===== src/rtl/io_uart_bridge.sv =====
// io_uart_bridge: command/status bridge between the core's ioout/ioin port
// pair and an 8N1 UART, with a 4-entry receive FIFO. Commands are handed over
// with a toggle bit, so each store to ioout runs exactly one command.
module io_uart_bridge #(
   parameter int CLKS_PER_BIT = 868,
   parameter int FIFO_DEPTH   = 4
) (
   input  logic        clk,
   input  logic        rst_n,
   input  logic [15:0] ioout,
   output logic [15:0] ioin,
   input  logic        uart_rx,
   output logic        uart_tx
);

   typedef enum logic [1:0] {S_IDLE, S_START, S_DATA, S_STOP} uart_state_t;

   localparam int            CW        = $clog2(CLKS_PER_BIT) + 1;
   localparam logic [CW-1:0] BIT_LAST  = CW'(CLKS_PER_BIT - 1);
   localparam logic [CW-1:0] HALF_LAST = CW'(CLKS_PER_BIT / 2 - 1);
   localparam logic [2:0]    CMD_TX    = 3'b001;
   localparam logic [2:0]    CMD_POP   = 3'b010;
   localparam logic [2:0]    CMD_CLEAR = 3'b011;
   localparam logic [2:0]    FIFO_FULL = 3'(FIFO_DEPTH);

   // command interface
   logic [15:0] req_q;
   logic        ack;
   logic        pending;
   logic [2:0]  cmd;
   logic [7:0]  wdata;
   logic        unused_bits;

   assign pending     = req_q[15] ^ ack;
   assign cmd         = req_q[14:12];
   assign wdata       = req_q[7:0];
   assign unused_bits = ^req_q[11:8];

   // transmitter
   uart_state_t   tx_state, tx_state_d;
   logic [CW-1:0] tx_cnt, tx_cnt_d;
   logic [2:0]    tx_bit, tx_bit_d;
   logic [7:0]    tx_shreg, tx_shreg_d;
   logic          tx_busy;
   logic          tx_ready;
   logic          tx_load;

   // A new frame may load while idle or on the last cycle of the stop bit,
   // which gives back-to-back frames with no idle gap.
   assign tx_ready = (tx_state == S_IDLE) ||
                     ((tx_state == S_STOP) && (tx_cnt == BIT_LAST));
   assign tx_load  = pending && (cmd == CMD_TX) && tx_ready;

   // receiver
   logic          rx_s1, rx_s2, rx_d;
   uart_state_t   rx_state, rx_state_d;
   logic [CW-1:0] rx_cnt, rx_cnt_d;
   logic [2:0]    rx_bit, rx_bit_d;
   logic [7:0]    rx_shreg, rx_shreg_d;
   logic          rx_push;
   logic          rx_frm_err;

   // FIFO
   logic [7:0] mem [FIFO_DEPTH];
   logic [1:0] wr_ptr, rd_ptr;
   logic [2:0] count;
   logic       rx_err, pop_err;
   logic [7:0] rdata;
   logic       clr_cmd, pop_cmd, do_pop, do_push, push_drop;

   assign clr_cmd   = pending && (cmd == CMD_CLEAR);
   assign pop_cmd   = pending && (cmd == CMD_POP);
   assign do_pop    = pop_cmd && (count != 3'd0);
   assign do_push   = rx_push && !clr_cmd && (count != FIFO_FULL);
   assign push_drop = rx_push && !clr_cmd && (count == FIFO_FULL);

   assign ioin = {ack, (count != 3'd0), tx_busy, rx_err, pop_err, count, rdata};

   // TX state register
   always_ff @(posedge clk or negedge rst_n) begin
      if (!rst_n) begin
         tx_state <= S_IDLE;
         tx_cnt   <= '0;
         tx_bit   <= '0;
      end else begin
         tx_state <= tx_state_d;
         tx_cnt   <= tx_cnt_d;
         tx_bit   <= tx_bit_d;
      end
   end

   // TX shift register holds payload only, no reset needed
   always_ff @(posedge clk) begin
      tx_shreg <= tx_shreg_d;
   end

   // TX next-state: walk start, 8 data bits LSB first, stop
   always_comb begin
      tx_state_d = tx_state;
      tx_cnt_d   = tx_cnt + CW'(1);
      tx_bit_d   = tx_bit;
      tx_shreg_d = tx_shreg;
      case (tx_state)
         S_IDLE: tx_cnt_d = '0;
         S_START: begin
            if (tx_cnt == BIT_LAST) begin
               tx_state_d = S_DATA;
               tx_cnt_d   = '0;
               tx_bit_d   = '0;
            end
         end
         S_DATA: begin
            if (tx_cnt == BIT_LAST) begin
               tx_cnt_d   = '0;
               tx_shreg_d = {1'b0, tx_shreg[7:1]};
               if (tx_bit == 3'd7) tx_state_d = S_STOP;
               else                tx_bit_d   = tx_bit + 3'd1;
            end
         end
         S_STOP: begin
            if (tx_cnt == BIT_LAST) begin
               tx_state_d = S_IDLE;
               tx_cnt_d   = '0;
            end
         end
         default: tx_state_d = S_IDLE;
      endcase
      if (tx_load) begin
         tx_state_d = S_START;
         tx_cnt_d   = '0;
         tx_shreg_d = wdata;
      end
   end

   // TX outputs: line level decoded from state so reset forces it high at once
   always_comb begin
      uart_tx = 1'b1;
      tx_busy = (tx_state != S_IDLE);
      case (tx_state)
         S_START: uart_tx = 1'b0;
         S_DATA:  uart_tx = tx_shreg[0];
         default: uart_tx = 1'b1;
      endcase
   end

   // RX synchronizer and state register
   always_ff @(posedge clk or negedge rst_n) begin
      if (!rst_n) begin
         rx_s1    <= 1'b1;
         rx_s2    <= 1'b1;
         rx_d     <= 1'b1;
         rx_state <= S_IDLE;
         rx_cnt   <= '0;
         rx_bit   <= '0;
      end else begin
         rx_s1    <= uart_rx;
         rx_s2    <= rx_s1;
         rx_d     <= rx_s2;
         rx_state <= rx_state_d;
         rx_cnt   <= rx_cnt_d;
         rx_bit   <= rx_bit_d;
      end
   end

   // RX shift register holds payload only, no reset needed
   always_ff @(posedge clk) begin
      rx_shreg <= rx_shreg_d;
   end

   // RX next-state: half-bit start check, then sample mid-bit every bit time
   always_comb begin
      rx_state_d = rx_state;
      rx_cnt_d   = rx_cnt + CW'(1);
      rx_bit_d   = rx_bit;
      rx_shreg_d = rx_shreg;
      rx_push    = 1'b0;
      rx_frm_err = 1'b0;
      case (rx_state)
         S_IDLE: begin
            rx_cnt_d = '0;
            if (rx_d && !rx_s2) rx_state_d = S_START;
         end
         S_START: begin
            if (rx_cnt == HALF_LAST) begin
               rx_cnt_d = '0;
               rx_bit_d = '0;
               // line back high at mid start bit means a glitch, not a frame
               rx_state_d = rx_s2 ? S_IDLE : S_DATA;
            end
         end
         S_DATA: begin
            if (rx_cnt == BIT_LAST) begin
               rx_cnt_d   = '0;
               rx_shreg_d = {rx_s2, rx_shreg[7:1]};
               if (rx_bit == 3'd7) rx_state_d = S_STOP;
               else                rx_bit_d   = rx_bit + 3'd1;
            end
         end
         S_STOP: begin
            if (rx_cnt == BIT_LAST) begin
               rx_state_d = S_IDLE;
               rx_cnt_d   = '0;
               rx_push    = rx_s2;
               rx_frm_err = !rx_s2;
            end
         end
         default: rx_state_d = S_IDLE;
      endcase
   end

   // FIFO storage, written only on an accepted push
   always_ff @(posedge clk) begin
      if (do_push) mem[wr_ptr] <= rx_shreg;
   end

   // command execution, FIFO bookkeeping and status flags
   always_ff @(posedge clk or negedge rst_n) begin
      if (!rst_n) begin
         req_q   <= '0;
         ack     <= 1'b0;
         wr_ptr  <= '0;
         rd_ptr  <= '0;
         count   <= '0;
         rx_err  <= 1'b0;
         pop_err <= 1'b0;
         rdata   <= '0;
      end else begin
         req_q <= ioout;
         if (tx_load || (pending && (cmd != CMD_TX))) ack <= ~ack;
         if (clr_cmd) begin
            wr_ptr  <= '0;
            rd_ptr  <= '0;
            count   <= '0;
            rx_err  <= 1'b0;
            pop_err <= 1'b0;
            rdata   <= '0;
         end else begin
            if (do_push) wr_ptr <= wr_ptr + 2'd1;
            if (do_pop) begin
               rd_ptr <= rd_ptr + 2'd1;
               rdata  <= mem[rd_ptr];
            end else if (pop_cmd) begin
               rdata   <= '0;
               pop_err <= 1'b1;
            end
            count <= count + {2'b00, do_push} - {2'b00, do_pop};
            if (push_drop || rx_frm_err) rx_err <= 1'b1;
         end
      end
   end

endmodule

===== config.mk =====
export PLATFORM = sky130hd
export DESIGN_NAME = io_uart_bridge
export DESIGN_NICKNAME = d
export VERILOG_FILES = /design/src/rtl/io_uart_bridge.sv
export SDC_FILE = /design/constraint.sdc
export NUM_CORES = 1
export LEC_CHECK = 0
export CAP_MARGIN = 5
export CORE_UTILIZATION = 30
export DETAILED_ROUTE_END_ITERATION = 6
export PLACE_DENSITY = 0.49
export SLEW_MARGIN = 20
export SYNTH_ARGS = -nofsm -noshare
export SYNTH_HDL_FRONTEND = slang
export SYNTH_SLANG_ARGS = --single-unit

===== constraint.sdc =====
create_clock -name clk -period 3.1 [get_ports clk]
set_input_delay 0.31 -clock clk [delete_from_list [all_inputs] [get_ports clk]]
set_output_delay 0.31 -clock clk [all_outputs]
set_load 0.005 [all_outputs]

# Yosys cells after proc, flatten, opt, wreduce, memory -nomap -nowiden
# Memory sizes are Yosys's and may differ from the RTL's.
# Index checks and enable logic that the tools add are counted.
# W data, S select, Z words.
[classes]
add_sub_neg = 8
n_eq_ne = 31
mux = 50
bitwise_logic = 2
reduce_logical = 39
[op_table]
columns = ["op", "count"]
rows = [
  ["$mux W8", 6],
  ["$mux W11", 4],
  ["$pmux W11 S3", 1],
  ["$mux W2", 15],
  ["$add A11 B1 Y11 const B", 2],
  ["$eq A11 B10 Y1 const B", 2],
  ["$pmux W11 S2", 1],
  ["$mux W3", 7],
  ["$ne A2 B2 Y1 const B", 10],
  ["$reduce_bool A2 Y1", 9],
  ["$ne A3 B3 Y1 const B", 4],
  ["$pmux W3 S2", 2],
  ["$eq A11 B9 Y1 const B", 1],
  ["$logic_and A1 B1 Y1", 11],
  ["$mux W1", 11],
  ["$reduce_and A5 Y1", 2],
  ["$eq A3 B3 Y1 const B", 3],
  ["$eq A2 B2 Y1 const B", 4],
  ["$pmux W2 S4", 1],
  ["$reduce_and A4 Y1", 2],
  ["$add A3 B1 Y3 const B", 2],
  ["$eq A3 B2 Y1 const B", 2],
  ["$pmux W2 S3", 1],
  ["$reduce_and A2 Y1", 3],
  ["17 further kinds", 24],
]
[totals]
reg_bits = 85
ramBits = 32
in_bits = 19
out_inout_bits = 17
elab_cells = 150
mem_count = 1
[mem_list]
columns = ["name", "words", "width", "read_ports", "rd_clocked_by_memory_dff", "wr", "line_no", "source"]
rows = [
  ["mem", 4, 8, 1, 0, 1, "64", "logic [7:0] mem [FIFO_DEPTH];"],
]

# Depth between registers and ports, before layout
[logic_depth]
ltp_word = 8
ltp_mapped = 13
depth_no_buf = 13

# Worst setup path after synthesis
# Ideal clock, no wire load.
[synth_timing]
path_type = "register to register"
startpoint = "register rx_cnt[0]"
endpoint = "register count[2]"
setup_ns = 0.139
t_arrival_ns = 2.498
required_time_ns = 2.961
slack_ns = 0.462
path_stages_with_launch = 14
n_path_buf = 0
period_less_slack_ns = 2.638
path_cell_list = "dfrtp_1 > ha_1 > and4b_1 > nand3_2 > nor3_1 > inv_1 > ha_1 > inv_1 > ha_1 > inv_1 > fa_1 > xor2_1 > xnor2_1 > nor2_1"
[synth_via]
elab_chain_cells = 8
[synth_rtl]
columns = ["element", "line_no", "source"]
rows = [
  ["from (decl)", "57", "logic [CW-1:0] rx_cnt, rx_cnt_d;"],
  ["from (signal assigned)", "160", "rx_cnt <= rx_cnt_d;"],
  ["$eq A11 B10 Y1", "200", "if (rx_cnt == BIT_LAST) begin"],
  ["$mux W1", "200", ""],
  ["$mux W1", "178", "case (rx_state)"],
  ["$logic_and A1 B1 Y1 (2 in a row)", "74", "assign do_push = rx_push && !clr_cmd && (count != FIFO_FULL);"],
  ["$add A3 B1 Y3", "246", "count <= count + {2'b00, do_push} - {2'b00, do_pop};"],
  ["$sub A3 B1 Y3", "246", ""],
  ["$mux W3", "230", "if (clr_cmd) begin"],
  ["to (signal assigned)", "246", ""],
  ["to (decl)", "66", "logic [2:0] count;"],
]
# No other way between the ends.
# A chain may end at the register's enable or synchronous reset.

# Worst setup path after layout
# Same ends and word-level chain as after synthesis.

==> summary.txt <==
Yosys
  – Yosys cell types: 58
  – Netlist Area Pre-Place: 0.00483 mm²
  – Sequential area share after synthesis: a little under two thirds
  – Post-synth EDFFs: 48
  – Syn_nets: 386
  – Yosys reg bits: 113
  – Synth async-reset ratio: 57.5%
  – Post-Synthesis Cells: between 300 and 400
  – Main synth FF type: dfrtp_1
  – Avg Synthesized Cell Area: about 14 µm²
  – YS warnings: 0

Die
  – Area of the core: 0.0158 mm²
  – Die H: 129 µm
  – Row count: 46
  – Die width: 129 µm
  – Initial core utilization: 30.5%
  – Total Die Area: 0.0166 mm²
  – # IOs: 36

Global routing
  – Global route overflow: 0
  – First-pass GRT wire length: 14900 µm
  – Largest net degree at the start of global routing: 66
  – Tot GR Track Use: approximately 12%
  – Number of global-route vias before repair: 2929
  – Initial antenna violation count: 0

Timing
  – Fmax: roughly 370 MHz
  – Fin. max-slew vios: 0
  – Post-Route Setup TNS: 0 ps
  – RSZ-0062 raised after global routing: false
  – Worst slew margin: 42.0%
  – Final Hold Vio Count: 0
  – Final worst-path cycle share: 87.0%
  – # setup viols final: 0
  – Final min period: 2700 ps
  – Actual slew at the worst max-slew pin: approximately 870 ps
  – Post-Route Skew: 6.23 ps

Clocking
  – Post-CTS Hold Fix Bufs: 0
  – Clock tree root driver cell: clkbuf_16
  – Register clock-pin slew on the reported worst setup and hold paths: 50 ps
  – CTS Buffer Depth: 2
  – Num CTS Buffers: 17
  – H-tree levels: 4
  – Sink Count: 113
  – Cts repair resizes: 0
  – Post-CTS setup buffer count: 0
  – CTS tree: built
  – Skew-Pair Late Insertion Delay: 420 ps

Critical path
  – Arr. time, crit path: around 3000 ps
  – Setup crit start kind: flip-flop
  – Worst EP required: ~3400 ps
  – Crit Path Category: reg -> reg
  – Setup slack, reg-to-reg: 400 ps
  – CP Max Fanout: 5
  – Crit path capture type: flip-flop

Cells and area
  – Most common cell after layout, fill and taps aside: dfrtp_1
  – Final nets: ~430
  – Util after Layout: 37.7%
  – Fillcell total: 1540
  – Most frequent cells in the layout: 62 x dfrtp_1, 48 x edfxtp_1, 35 x nor2_1
  – Share of cells above drive strength 1: 15.3%
  – Area Overhead vs Synth: 23.4%
  – Diodes inserted: 0

Route
  – Total number of vias: 2818
  – Number of DRC markers in iteration 0: 75
  – Final wirelength: 9050 µm
  – DR WL/cell: 14.6 µm
  – Post-route ant nets: 0
  – Post-route DRC: 0
  – Average vias per placed instance: 4.54
  – 1st-pass router iterations: 4

Placement
  – GPL Wtd Cong: roughly 0.77
  – DP Wirelength: 5900 µm
  – PortBufs: 31

Min path
  – Hold Crit Class: in -> async

Pwr
  – VDD IR max: 0.326 mV
  – Static leakage: 2.41 nW
  – Power per Cell Area: approximately 700 mW/mm²

Outcome
  – Status: complete, no violations

Job
  – Max cap viols: 0
## cells in the mapped netlist, drive strengths merged, types with 3 or more instances
cell type | number | share of area (%)
or3b | 3 | 0.54
and2 | 7 | 0.91
nand3 | 8 | 0.93
inv | 17 | 1.3
nor4 | 4 | 0.65
or3 | 3 | 0.39
mux2 | 10 | 2.4
a21o | 4 | 0.62
ha | 19 | 4.9
nor3 | 9 | 0.93
a22o | 15 | 2.7
xor2 | 10 | 1.8
xnor2 | 12 | 2.2
dfrtp | 62 | 32
a21oi | 6 | 0.62
mux4 | 8 | 3.7
nand2 | 11 | 0.85
dfstp | 3 | 1.6
buf | 10 | 1.2
edfxtp | 48 | 30
nor2 | 35 | 2.7
o21ai | 6 | 0.62
nand4 | 6 | 0.78
## cell families after synthesis
logic type	synth area share [%]
simple gates	12.1
xor+xnor	3.99
buf+inv	2.72
compound gates	6.03
fa+ha+maj	5.33
flops	63.5
mux	6.34
## power by group
group / leakage (nW) / switching [mW] / internal, mW
clock: 0.280 / 0.662 / 1.21
combinational: 0.855 / 0.303 / 0.256
sequential: 1.27 / 0.131 / 1.66
## critical path, stage by stage, from the launching register on
cell and delay (ps):
dfrtp_1 380, ha_1 270, and4b_1 250, nand3_2 90, nor3_1 270, inv_1 70
ha_1 280, inv_1 60, ha_1 130, inv_1 50, fa_1 380, xor2_1 180
xnor2_1 130, nor2_1 50
## area by class of cell
| type | instances | area [µm²] | area share (%) |
|---|---|---|---|
| multi-input combinational | 205 | 1630 | 27.3 |
| timing repair buffer | 38 | 358 | 6.00 |
| clock inverter | 12 | 116 | 1.95 |
| sequential | 113 | 3070 | 51.5 |
| clock buffer | 20 | 457 | 7.65 |
| inverter | 17 | 63.8 | 1.07 |
| tap | 216 | 270 | 4.53 |
## worst paths after layout
path | startpoint | endpoint | cells after the start
setup reg to reg | rx_cnt[0]$_DFF_PN0_ | count[2]$_DFF_PN0_ | 13
hold / removal | rst_n | rx_bit[1]$_DFFE_PN0P_ | 2
max in group asynchronous | rst_n | tx_bit[1]$_DFFE_PN0P_ | 2
min in group clk | uart_rx | rx_s1$_DFF_PN1_ | 1
setup / recovery | rx_cnt[0]$_DFF_PN0_ | count[2]$_DFF_PN0_ | 13
hold reg to reg | rx_s1$_DFF_PN1_ | rx_s2$_DFF_PN1_ | 0
## layer usage
metal | vias to the layer above | GRT usage, % | share of wire (%)
li1 | 1346 | - | -
met4 | 0 | 5.81 | 1.9
met2 | 36 | 19.6 | 49
met5 | - | 0 | 0
met3 | 20 | 5.36 | 4.8
met1 | 1416 | 14.2 | 45
## flip-flops by register name (all words and copies together), names as in the netlist, 2 cells and up, named ones only
name,flops
rx_shreg,8
mem,32
tx_bit,3
rd_ptr,2
rx_cnt,11
count,3
tx_shreg,8
rx_bit,3
rdata,8
tx_cnt,11
req_q,12
tx_state,2
wr_ptr,2
## stage by stage
stage	setup WS (ps)	std cells	total power, mW	cell area (µm²)	hold slack, ps
after floorplan	462	347	2.21	4830	14.4
after global placement	448	589	2.36	5400	346
after detailed placement	386	589	2.39	5400	347
after CTS	371	621	4.29	5970	121
after global routing	144	621	4.46	5970	157
final	403	621	4.23	5970	88.8
No activity file was read; power rests on OpenSTA's default activity.
